`src/rtl/axis_pkg.sv`:
```
// Shared AXIS helpers: beat struct and left-justification shift rule,
// common to the ADC expander and the DAC narrowing scaler.
package axis_pkg;

  localparam int AXIS_W = 32;

  typedef struct packed {
    logic [AXIS_W-1:0] tdata;
    logic              tlast;
  } axis_beat_t;

  // Positive result: the input field widens into the output field by this many bits.
  function automatic int expand_shift(input int il, input int ir, input int ol, input int or_lsb);
    return (ol - or_lsb) - (il - ir);
  endfunction

endpackage

```
`src/rtl/axis_expand_if.sv`:
```
// AXI-Stream bundle with master/slave views.
interface axis_expand_if #(
  parameter int W = 32
) ();
  logic [W-1:0] tdata;
  logic         tvalid;
  logic         tready;
  logic         tlast;

  modport master (output tdata, output tvalid, output tlast, input  tready);
  modport slave  (input  tdata, input  tvalid, input  tlast, output tready);
endinterface

```
`src/rtl/axis_skid_buffer.sv`:
```
// Registered-ready pipeline stage: one output register plus one skid entry,
// full throughput, no combinational path from out_ready to in_ready.
module axis_skid_buffer #(
  parameter int WIDTH = 33
) (
  input  logic             clk,
  input  logic             rst,
  input  logic [WIDTH-1:0] in_data,
  input  logic             in_valid,
  output logic             in_ready,
  output logic [WIDTH-1:0] out_data,
  output logic             out_valid,
  input  logic             out_ready
);

  logic [WIDTH-1:0] out_data_q, out_data_d;
  logic [WIDTH-1:0] skid_data_q, skid_data_d;
  logic             out_valid_q, out_valid_d;
  logic             skid_valid_q, skid_valid_d;
  logic             ready_q, ready_d;
  logic             in_fire;
  logic             out_open;

  always_comb begin
    in_fire      = in_valid && ready_q;
    out_open     = !out_valid_q || out_ready;
    out_data_d   = out_data_q;
    out_valid_d  = out_valid_q;
    skid_data_d  = skid_data_q;
    skid_valid_d = skid_valid_q;

    if (out_open) begin
      // ready_q is low whenever the skid is occupied, so skid and input never compete
      if (skid_valid_q) begin
        out_data_d   = skid_data_q;
        out_valid_d  = 1'b1;
        skid_valid_d = 1'b0;
      end else if (in_fire) begin
        out_data_d  = in_data;
        out_valid_d = 1'b1;
      end else begin
        out_valid_d = 1'b0;
      end
    end else if (in_fire) begin
      skid_data_d  = in_data;
      skid_valid_d = 1'b1;
    end

    ready_d = !skid_valid_d;
  end

  always_ff @(posedge clk) begin
    if (!rst) begin
      out_data_q   <= '0;
      out_valid_q  <= 1'b0;
      skid_data_q  <= '0;
      skid_valid_q <= 1'b0;
      ready_q      <= 1'b0;
    end else begin
      out_data_q   <= out_data_d;
      out_valid_q  <= out_valid_d;
      skid_data_q  <= skid_data_d;
      skid_valid_q <= skid_valid_d;
      ready_q      <= ready_d;
    end
  end

  assign in_ready  = ready_q;
  assign out_data  = out_data_q;
  assign out_valid = out_valid_q;

endmodule

```
`src/rtl/axis_expand.sv`:
```
// Left-justifies a narrow ADC field into a wide processing word, with optional
// offset-binary conversion, sign extension and tlast framing.
module axis_expand
  import axis_pkg::*;
#(
  parameter int AXIS_TDATA_WIDTH = 32,
  parameter int IL               = 13,
  parameter int IR               = 0,
  parameter int OL               = 31,
  parameter int OR               = 0,
  parameter int SIGNED           = 1,
  parameter int OFFSET_BINARY    = 0,
  parameter int FRAME_LEN        = 0
) (
  input  logic           clk,
  input  logic           rst,
  axis_expand_if.slave   s_axis_adc,
  axis_expand_if.master  m_axis_exp
);

  localparam int SHIFT = expand_shift(IL, IR, OL, OR);
  localparam int IW    = IL - IR + 1;
  localparam int OW    = OL - OR + 1;
  localparam int CNT_W = (FRAME_LEN > 1) ? $clog2(FRAME_LEN) : 1;

  if (SHIFT < 0) begin : g_bad_shift
    $error("axis_expand: output field narrower than input field");
  end
  if (IL >= AXIS_TDATA_WIDTH || OL >= AXIS_TDATA_WIDTH) begin : g_bad_range
    $error("axis_expand: field MSB outside tdata");
  end
  if (AXIS_TDATA_WIDTH != AXIS_W) begin : g_bad_width
    $error("axis_expand: tdata width must match the shared beat struct");
  end

  logic [IW-1:0]               x;
  logic [OW-1:0]               field;
  logic [AXIS_TDATA_WIDTH-1:0] word;
  logic [CNT_W-1:0]            cnt_q, cnt_d;
  logic                        last_beat;
  logic                        in_fire;
  logic                        s_ready;
  axis_beat_t                  in_beat, out_beat;
  logic                        unused_in;

  assign unused_in = ^{s_axis_adc.tdata, s_axis_adc.tlast};

  always_comb begin
    x = s_axis_adc.tdata[IL:IR];
    if (OFFSET_BINARY != 0) x[IW-1] = ~x[IW-1];
    field = OW'(x) << SHIFT;
    word  = '0;
    for (int i = OL + 1; i < AXIS_TDATA_WIDTH; i++) word[i] = (SIGNED != 0) && x[IW-1];
    word[OL:OR] = field;
  end

  // Beats leave in acceptance order with none dropped, so the index assigned at
  // accept is the output beat index; tlast then rides through the skid with its data.
  always_comb begin
    in_fire   = s_axis_adc.tvalid && s_ready;
    last_beat = 1'b0;
    cnt_d     = cnt_q;
    if (FRAME_LEN > 0) begin
      last_beat = (32'(cnt_q) == FRAME_LEN - 1);
      if (in_fire) cnt_d = last_beat ? '0 : cnt_q + 1'b1;
    end
  end

  always_ff @(posedge clk) begin
    if (!rst) cnt_q <= '0;
    else      cnt_q <= cnt_d;
  end

  always_comb begin
    in_beat.tdata = word;
    in_beat.tlast = last_beat;
  end

  axis_skid_buffer #(
    .WIDTH($bits(axis_beat_t))
  ) u_skid (
    .clk      (clk),
    .rst      (rst),
    .in_data  (in_beat),
    .in_valid (s_axis_adc.tvalid),
    .in_ready (s_ready),
    .out_data (out_beat),
    .out_valid(m_axis_exp.tvalid),
    .out_ready(m_axis_exp.tready)
  );

  assign s_axis_adc.tready = s_ready;
  assign m_axis_exp.tdata  = out_beat.tdata;
  assign m_axis_exp.tlast  = out_beat.tlast;

endmodule
```
`src/flat_wrapper.sv`:
```
// flat-port wrapper written by rule: the top's interface ports become plain ports
module axis_expand_flat import axis_pkg::*;
#(
  parameter int AXIS_TDATA_WIDTH = 32,
  parameter int IL               = 13,
  parameter int IR               = 0,
  parameter int OL               = 31,
  parameter int OR               = 0,
  parameter int SIGNED           = 1,
  parameter int OFFSET_BINARY    = 0,
  parameter int FRAME_LEN        = 0
)
  (clk, rst, s_axis_adc_tdata, s_axis_adc_tvalid, s_axis_adc_tlast, s_axis_adc_tready, m_axis_exp_tdata, m_axis_exp_tvalid, m_axis_exp_tlast, m_axis_exp_tready);
  axis_expand_if s_axis_adc_i ();
  axis_expand_if m_axis_exp_i ();
  input  logic clk;
  input  logic rst;
  input wire logic [$bits(s_axis_adc_i.tdata)-1:0] s_axis_adc_tdata;
  input wire logic [$bits(s_axis_adc_i.tvalid)-1:0] s_axis_adc_tvalid;
  input wire logic [$bits(s_axis_adc_i.tlast)-1:0] s_axis_adc_tlast;
  output wire logic [$bits(s_axis_adc_i.tready)-1:0] s_axis_adc_tready;
  output wire logic [$bits(m_axis_exp_i.tdata)-1:0] m_axis_exp_tdata;
  output wire logic [$bits(m_axis_exp_i.tvalid)-1:0] m_axis_exp_tvalid;
  output wire logic [$bits(m_axis_exp_i.tlast)-1:0] m_axis_exp_tlast;
  input wire logic [$bits(m_axis_exp_i.tready)-1:0] m_axis_exp_tready;
  assign s_axis_adc_i.tdata = s_axis_adc_tdata;
  assign s_axis_adc_i.tvalid = s_axis_adc_tvalid;
  assign s_axis_adc_i.tlast = s_axis_adc_tlast;
  assign s_axis_adc_tready = s_axis_adc_i.tready;
  assign m_axis_exp_tdata = m_axis_exp_i.tdata;
  assign m_axis_exp_tvalid = m_axis_exp_i.tvalid;
  assign m_axis_exp_tlast = m_axis_exp_i.tlast;
  assign m_axis_exp_i.tready = m_axis_exp_tready;
  axis_expand #(.AXIS_TDATA_WIDTH(AXIS_TDATA_WIDTH), .IL(IL), .IR(IR), .OL(OL), .OR(OR), .SIGNED(SIGNED), .OFFSET_BINARY(OFFSET_BINARY), .FRAME_LEN(FRAME_LEN)) u_core (.clk(clk), .rst(rst), .s_axis_adc(s_axis_adc_i), .m_axis_exp(m_axis_exp_i));
endmodule
```
`config.mk`:
```
export PLATFORM = sky130hd
export DESIGN_NAME = axis_expand_flat
export DESIGN_NICKNAME = d
export VERILOG_FILES = /design/src/rtl/axis_pkg.sv /design/src/rtl/axis_expand_if.sv /design/src/rtl/axis_skid_buffer.sv /design/src/rtl/axis_expand.sv /design/src/flat_wrapper.sv
export SDC_FILE = /design/constraint.sdc
export NUM_CORES = 1
export LEC_CHECK = 0
export ABC_AREA = 1
export CAP_MARGIN = 15
export CORE_ASPECT_RATIO = 1.25
export CORE_MARGIN = 2
export CORE_UTILIZATION = 56
export DETAILED_ROUTE_END_ITERATION = 7
export PLACE_DENSITY = 0.87
export RECOVER_POWER = 100
export SLEW_MARGIN = 20
export SYNTH_ARGS = -nofsm -noshare
export SYNTH_HDL_FRONTEND = slang
export SYNTH_HIERARCHICAL = 1
export SYNTH_SLANG_ARGS = --single-unit
```
`constraint.sdc`:
```
create_clock -name clk -period 2.4 [get_ports clk]
set_clock_uncertainty 0.1 [all_clocks]
set_input_delay 0.24 -clock clk [delete_from_list [all_inputs] [get_ports clk]]
set_output_delay 0.24 -clock clk [all_outputs]
set_load 0.005 [all_outputs]
```
==> results of run 1 <==
[flip-flops by register name, indices dropped and copies added (netlist names)]
register                    flops
u_core/u_skid/skid_valid_q      1
u_core/u_skid/skid_data_q      33
u_core/u_skid/out_data         33
u_core/u_skid/in_ready          1
u_core/u_skid/out_valid         1
[final cells by class]
type | count | area, sq um
Clock inverter | 6 | 30.0
Multi-Input combinational cell | 358 | 1470
Clock buffer | 10 | 128
Inverter | 70 | 263
Fill cell | 449 | 1560
Sequential cell | 69 | 1380
Timing Repair Buffer | 60 | 568
Tap cell | 64 | 80.1
[stage by stage]
stage | setup slack, ps | instances | util, %
after CTS | 832 | 637 | 71.7
after floorplan | 1140 | 525 | -
after global placement | 648 | 621 | 68.8
final | 571 | 637 | 71.5
after detailed placement | 603 | 621 | 68.8
after global routing | 418 | 637 | 71.5
[per-layer routing]
layer / part of all wire, % / up-vias / global-route usage, %
li1: - / 1572 / -
met1: 44 / 1300 / 22.3
met2: 49 / 53 / 37.1
met3: 5.0 / 11 / 4.33
met4: 1.5 / 0 / 9.61
met5: 0 / - / 0
[power breakdown]
group          internal, mW  total, mW  switching (mW)  leakage [nW]
Clock                 0.364      0.783           0.419        0.0894
Combinational         0.149      0.320           0.171          1.22
Sequential             1.20       1.22          0.0236         0.564
[final timing paths]
| check | endpoint | slack (ps) | depth (start not counted) |
|---|---|---|---|
| max | u_core/u_skid/out_data[23]$_SDFFE_PN0P_ | 570 | 8 |
| min reg2reg | u_core/u_skid/skid_data_q[30]$_SDFFE_PN0P_ | 380 | 2 |
| min | u_core/u_skid/out_data[1]$_SDFFE_PN0P_ | 300 | 3 |
| max reg2reg | u_core/u_skid/out_data[23]$_SDFFE_PN0P_ | 720 | 6 |
[critical path: stages]
cell	delay [ps]
dlygate4sd3_1	550
inv_1	60
nand2_1	140
nand2_2	120
clkbuf_2	580
nand2_1	110
nand2_1	100
nor2_1	50
[cells by family (layout without fill, tap and decap cells)]
group                  Yosys count  in the layout  synth area share (%)
AOI/OAI and AO/OA               35             35                  5.55
buffers and inverters           98            146                  13.8
DFF                             69             69                  42.9
other                            1             19                 0.116
and+or+nand+nor                304            304                  37.7
[placed cells by master, fill, tap and decap left out, drive strengths merged]
master | Yosys | final
a21oi | 2 | 2
dfxtp | 69 | 69
conb | 1 | 19
clkinv | 0 | 6
dlygate4sd3 | 0 | 36
inv | 70 | 70
nand2 | 170 | 170
o21ai | 33 | 33
clkbuf | 8 | 13
clkdlybuf4s50 | 0 | 15
buf | 20 | 6
nor2 | 134 | 134
==> metrics list, run 1 <==
- The run finished with clean final reports.
* Average size of a mapped cell: 6.35 sq um
- The total count of max-transition violations in the final report is 0.
- After clock tree synthesis, the flow added hold-fix buffers numbering 0.
- WL/cell: 9.49 microns
* Number of standard cells after synthesis: 507
- For this block, the initial DRC count from the detailed router was 130.
- Critical Path Sink Type: flop
- Final design instance area without fill: 3920 sq um
* Clk_lat worst skew: 340 ps
* Type of the setup path with the least slack: in2reg
- Core area: 5480 sq um
* Final RePlAce weighted congestion: 0.717
- Counting I/O delays and the setup requirement, the final critical path takes 1830 ps.
* Count of warnings emitted by yosys: 6
* Startpoint types: input pin
* Vias in the first global route: 2613
- Height of the die: 88.8 microns
* Clock sink total: 69
- Max frequency: 0.547 GHz
- The number of hold violations in the final report came to 0.
* Design Power: 2.33 mW
- Die Outline Area: 6380 sq um
- The initial utilization of the core area, before any placement, comes to 58.8%.
* All-layer global routing usage: 20.3%
* First-pass iteration count of the detailed router: 4
- For this run, design rule violations remaining after detail routing come to 0.
- Summed over all instances, the cell type with the most area after synthesis is dfxtp_1.
- FFs w/ async S/R, synth: 0%
* H-tree Lvls: 3
* Wire length of the first global-routing pass: 10300 microns
- Entering global routing, the biggest net connects 67 pins.
* Area share of the leading cell type in the synthesized netlist: 42.9%
* Layout cells sized above 1: 9.77%
- Worst slack on hold paths: 297 ps
- Once placement finished, the instance area stood at 3770 sq um.
* Most numerous cell types in the synthesized netlist: nand2_1 (167), nor2_1 (108), dfxtp_1 (69), inv_1 (69), o21ai_0 (33)
* Synth area leaders: dfxtp_1 (43%), nand2_1 (19%), nor2_1 (13%), inv_1 (8.0%), o21ai_0 (5.1%)
* Via count of the routed design: 2936
- The worst-case IR drop observed on VDD is 0.000597 V.
- Once detail routing completed, the nets flagged for antenna violations numbered 0.
- Via-to-Cell Ratio: 4.61
- Setup repair after global routing left no endpoint under its margin.
- CP required: 2530 ps
- The routed design has 6050 microns of wire.
- Global route overflow: 0
- Area growth from synthesis to layout: 21.7%
- In this run the horizontal extent of the chip is 71.8 microns.
- 0 antenna diodes ended up in the layout.
- The worst register-to-register path begins at u_core/u_skid/out_valid$_SDFFE_PN0P_.
- Worst-path maximum fanout: 32
- Once the clock tree was built, the setup fixing pass inserted 0 buffers.
- # nets final: 605
- Clock tree synthesis selected as its root buffer the cell clkbuf_8.
- Setup violations remaining at the end of the flow were counted as 0.
- Buffers placed on the I/O ports in this run total 52.
- Clock slew seen by the registers of the worst setup and hold paths: 70 ps
- Library cell with the highest instance count after synthesis: nand2_1
- The synthesized netlist contains 17 unique library cells.
- Worst relative slew slack: 50.9%
- Cells resized by post-CTS repair: 0
- For this run, the register share of the synthesized area comes to 42.9%.
- In this run the most critical hold path is launched from rst.
* Post-Syn Area: 3220 sq um
- Final total negative setup slack: 0 ps
- Placed wire-length estimate after detailed placement: 3980 microns
- Portion of the clock cycle consumed by the worst path in the final layout: 76.2%
- Worst slew pin tran: 737 ps
- Flop and latch count out of synthesis: 69
- Number of buffers created by CTS: 9
- Min-delay worst type: in2reg
- In this run the power density over the cells is 593 nW/um^2.
* Data arrival time at the worst-slack endpoint: 1960 ps
- # Max-Cap Violations: 0
- TritonCTS built the clock tree.
- For this design the top-level I/O count stands at 72.
* CP Launch Point: m_axis_exp_tready
- In this run the core area contains 30 standard-cell rows.
- Total leakage power: 1.87 nW
- No sink is reached through more buffers than the 2 on the longest clock path.
- Initial antenna violation count: 0
- Dominant synthesized flop cell: dfxtp_1
- EDFF count, synth: 0
No activity file was read; power rests on OpenSTA's default activity.
==> run 2: changes to the inputs <==
--- a/config.mk
+++ b/config.mk
@@ -9,9 +9,9 @@
 export CAP_MARGIN = 15
 export CORE_ASPECT_RATIO = 1.25
 export CORE_MARGIN = 2
-export CORE_UTILIZATION = 56
+export CORE_UTILIZATION = 52
 export DETAILED_ROUTE_END_ITERATION = 7
-export PLACE_DENSITY = 0.87
+export PLACE_DENSITY = 0.82
 export RECOVER_POWER = 100
 export SLEW_MARGIN = 20
 export SYNTH_ARGS = -nofsm -noshare
==> constraint.sdc (replaced) <==
create_clock -name clk -period 1.7 [get_ports clk]
set_clock_uncertainty 0.1 [all_clocks]
set_input_delay 0.17 -clock clk [delete_from_list [all_inputs] [get_ports clk]]
set_output_delay 0.17 -clock clk [all_outputs]
set_load 0.005 [all_outputs]
==> run 2 against run 1 <==
First-iteration DRC count fell by 26%. Register-to-register slack got worse by 490 ps. Power rose by 42%. Cell count rose by 3.1%. Clock power rose by 43%. Critical path depth fell by 7. Wire length rose by 3.5%. Final area rose by 1.6%.
==> metrics list, run 2 (synthesis gave the netlist of run 1 again) <==
- Run status: finished clean
* Filler Cells Inserted: 550
- Setup violations remaining at the end of the flow were counted as 0.
- Cells fill 65.4% of the core in the end.
- All-layer global routing usage: 20.1%
* Sequence of cells on the critical path: dlygate4sd3_1
* Area growth from synthesis to layout: 23.6%
- Hold is met by 237 ps.
* # Post-CTS Setup Buffers: 0
- TritonCTS built the clock tree.
- Number of design-rule violations left by the first detailed-router iteration: 96
- Subtracting the final worst setup slack from the clock period gives 1540 ps.
- After clock tree synthesis, the repair step resized 0 gates.
- CP required: 1430 ps
- Number of hold-slack violations in the final timing report: 0
- Via-to-Cell Ratio: 4.48
- On the worst path, the slowest cell contributes a delay of 590 ps.
* Clock slew seen by the registers of the worst setup and hold paths: 70 ps
- Commonest non-fill, non-tap cells in the layout: nand2_1 (169), nor2_1 (108), inv_1 (70)
- In this run the static leakage power is 1.88 nW.
* Top Family by Delay on Critical Path: buffers and inverters
- The clock passes through at most 2 buffers.
* CTS Hold Bufs: 0
- Routability-driven placement finished with a final weighted congestion of 0.739.
* Core area: 6090 sq um
- The repair_antennas step left the layout with diodes totalling 0.
- Measured along the x axis, the die boundary spans 74.4 microns.
- DRC Markers: 0
- The tool flagged a number of max-cap violations equal to 0.
- In this run the worst path has a maximum fanout of 2.
- The library cell used most frequently in the layout, excluding fill and tap cells, is nand2_1.
- Final design instance area without fill: 3980 sq um
- Data arrival time at the worst-slack endpoint: 1270 ps
* Final ANT Viol Nets: 0
- Clock sink total: 69
- Once the floorplan was initialized, standard cells occupied 52.9% of the core.
* Placed wire-length estimate after detailed placement: 4160 microns
* Crit path buf inv count: 1
* Root buffer selected by CTS: clkbuf_8
- WL/cell: 9.53 microns
* Final total negative setup slack: 0 ps
- Die Outline Area: 6850 sq um
- The path class of the tightest hold or removal check is in2reg.
- In the final layout, the share of cells above drive strength 1 is 8.74%.
* Final count of pins violating max slew: 0
- The die is 92.0 microns tall.
- During placement, the flow inserted port buffers numbering 52.
- Startpoint types: flop
- Initial antenna violation count: 0
- On the critical path, the stage with the largest delay is an instance of dlygate4sd3_1.
- # nets final: 605
- Static timing analysis puts the maximum clock frequency at 0.649 GHz.
- Via count of the routed design: 2945
- Setup repair after global routing left no endpoint under its margin.
* Pin count of the biggest net entering global routing: 39
* Clk_lat worst skew: 340 ps
- Pin placement for this block handled 72 I/O pins.
- For this block, the routed nets add up to 6260 microns of wire.
* First-pass iteration count of the detailed router: 5
* Global route overflow: 0
- Instance area at placement: 3850 sq um
- Across the VDD grid, the largest voltage drop is 0.000522 V.
- Vias in the first global route: 2738
- Type of the setup path with the least slack: reg2out
- Cell row count: 32
- The worst setup path is captured at an output port.
- The number of clock buffers added by TritonCTS is 9.
- Wire length of the first global-routing pass: 10900 microns
* Portion of the clock cycle consumed by the worst path in the final layout: 90.6%
- Pwr Density: 830 nW/um^2
* H-tree Lvls: 3
[run 2: layout make-up]
| cell class | count | area [sq um] | share of cell area, % |
|---|---|---|---|
| Timing Repair Buffer | 60 | 613 | 15.4 |
| Sequential cell | 69 | 1380 | 34.7 |
| Multi-Input combinational cell | 358 | 1460 | 36.6 |
| Clock buffer | 13 | 149 | 3.74 |
| Clock inverter | 2 | 10.0 | 0.251 |
| Tap cell | 85 | 106 | 2.67 |
| Inverter | 70 | 263 | 6.60 |
[run 2: power breakdown]
part,switching (mW),total (mW),internal (mW)
logic,0.242,0.457,0.215
registers,0.0343,1.73,1.69
clock network,0.563,1.12,0.558
total,0.839,3.31,2.47
[run 2: through the flow]
| stage | setup WS [ps] | instances | total power [mW] |
|---|---|---|---|
| after global placement | 141 | 642 | 2.24 |
| after CTS | 193 | 657 | 3.38 |
| final | 160 | 657 | 3.31 |
| after floorplan | 444 | 525 | 2.05 |
| after detailed placement | 127 | 642 | 2.25 |
| after global routing | 87.3 | 657 | 3.48 |
[run 2: routing by layer]
layer | GRT usage [%] | vias to the layer above | routed length (microns)
met2 | 35.3 | 52 | 3110
met1 | 22.5 | 1311 | 2770
li1 | - | 1566 | -
met4 | 9.82 | 0 | 162
met3 | 3.63 | 16 | 218
met5 | 0 | - | 0
[run 2: worst paths after layout]
kind	from	endpoint	slack (ps)	cells past startpoint
setup / recovery	u_core/u_skid/out_data[24]$_SDFFE_PN0P_	m_axis_exp_tdata[23]	160	1
hold / removal	rst	u_core/u_skid/skid_data_q[24]$_SDFFE_PN0P_	240	4
setup reg to reg	u_core/u_skid/skid_valid_q$_SDFF_PN0_	u_core/u_skid/out_data[6]$_SDFFE_PN0P_	230	7
hold reg to reg	u_core/u_skid/skid_data_q[31]$_SDFFE_PN0P_	u_core/u_skid/skid_data_q[31]$_SDFFE_PN0P_	380	2
[run 2: tightest hold or removal path, delay by kind of cell]
kind,cells,cell delay [ps]
buf+inv,2,330
simple gates,2,130
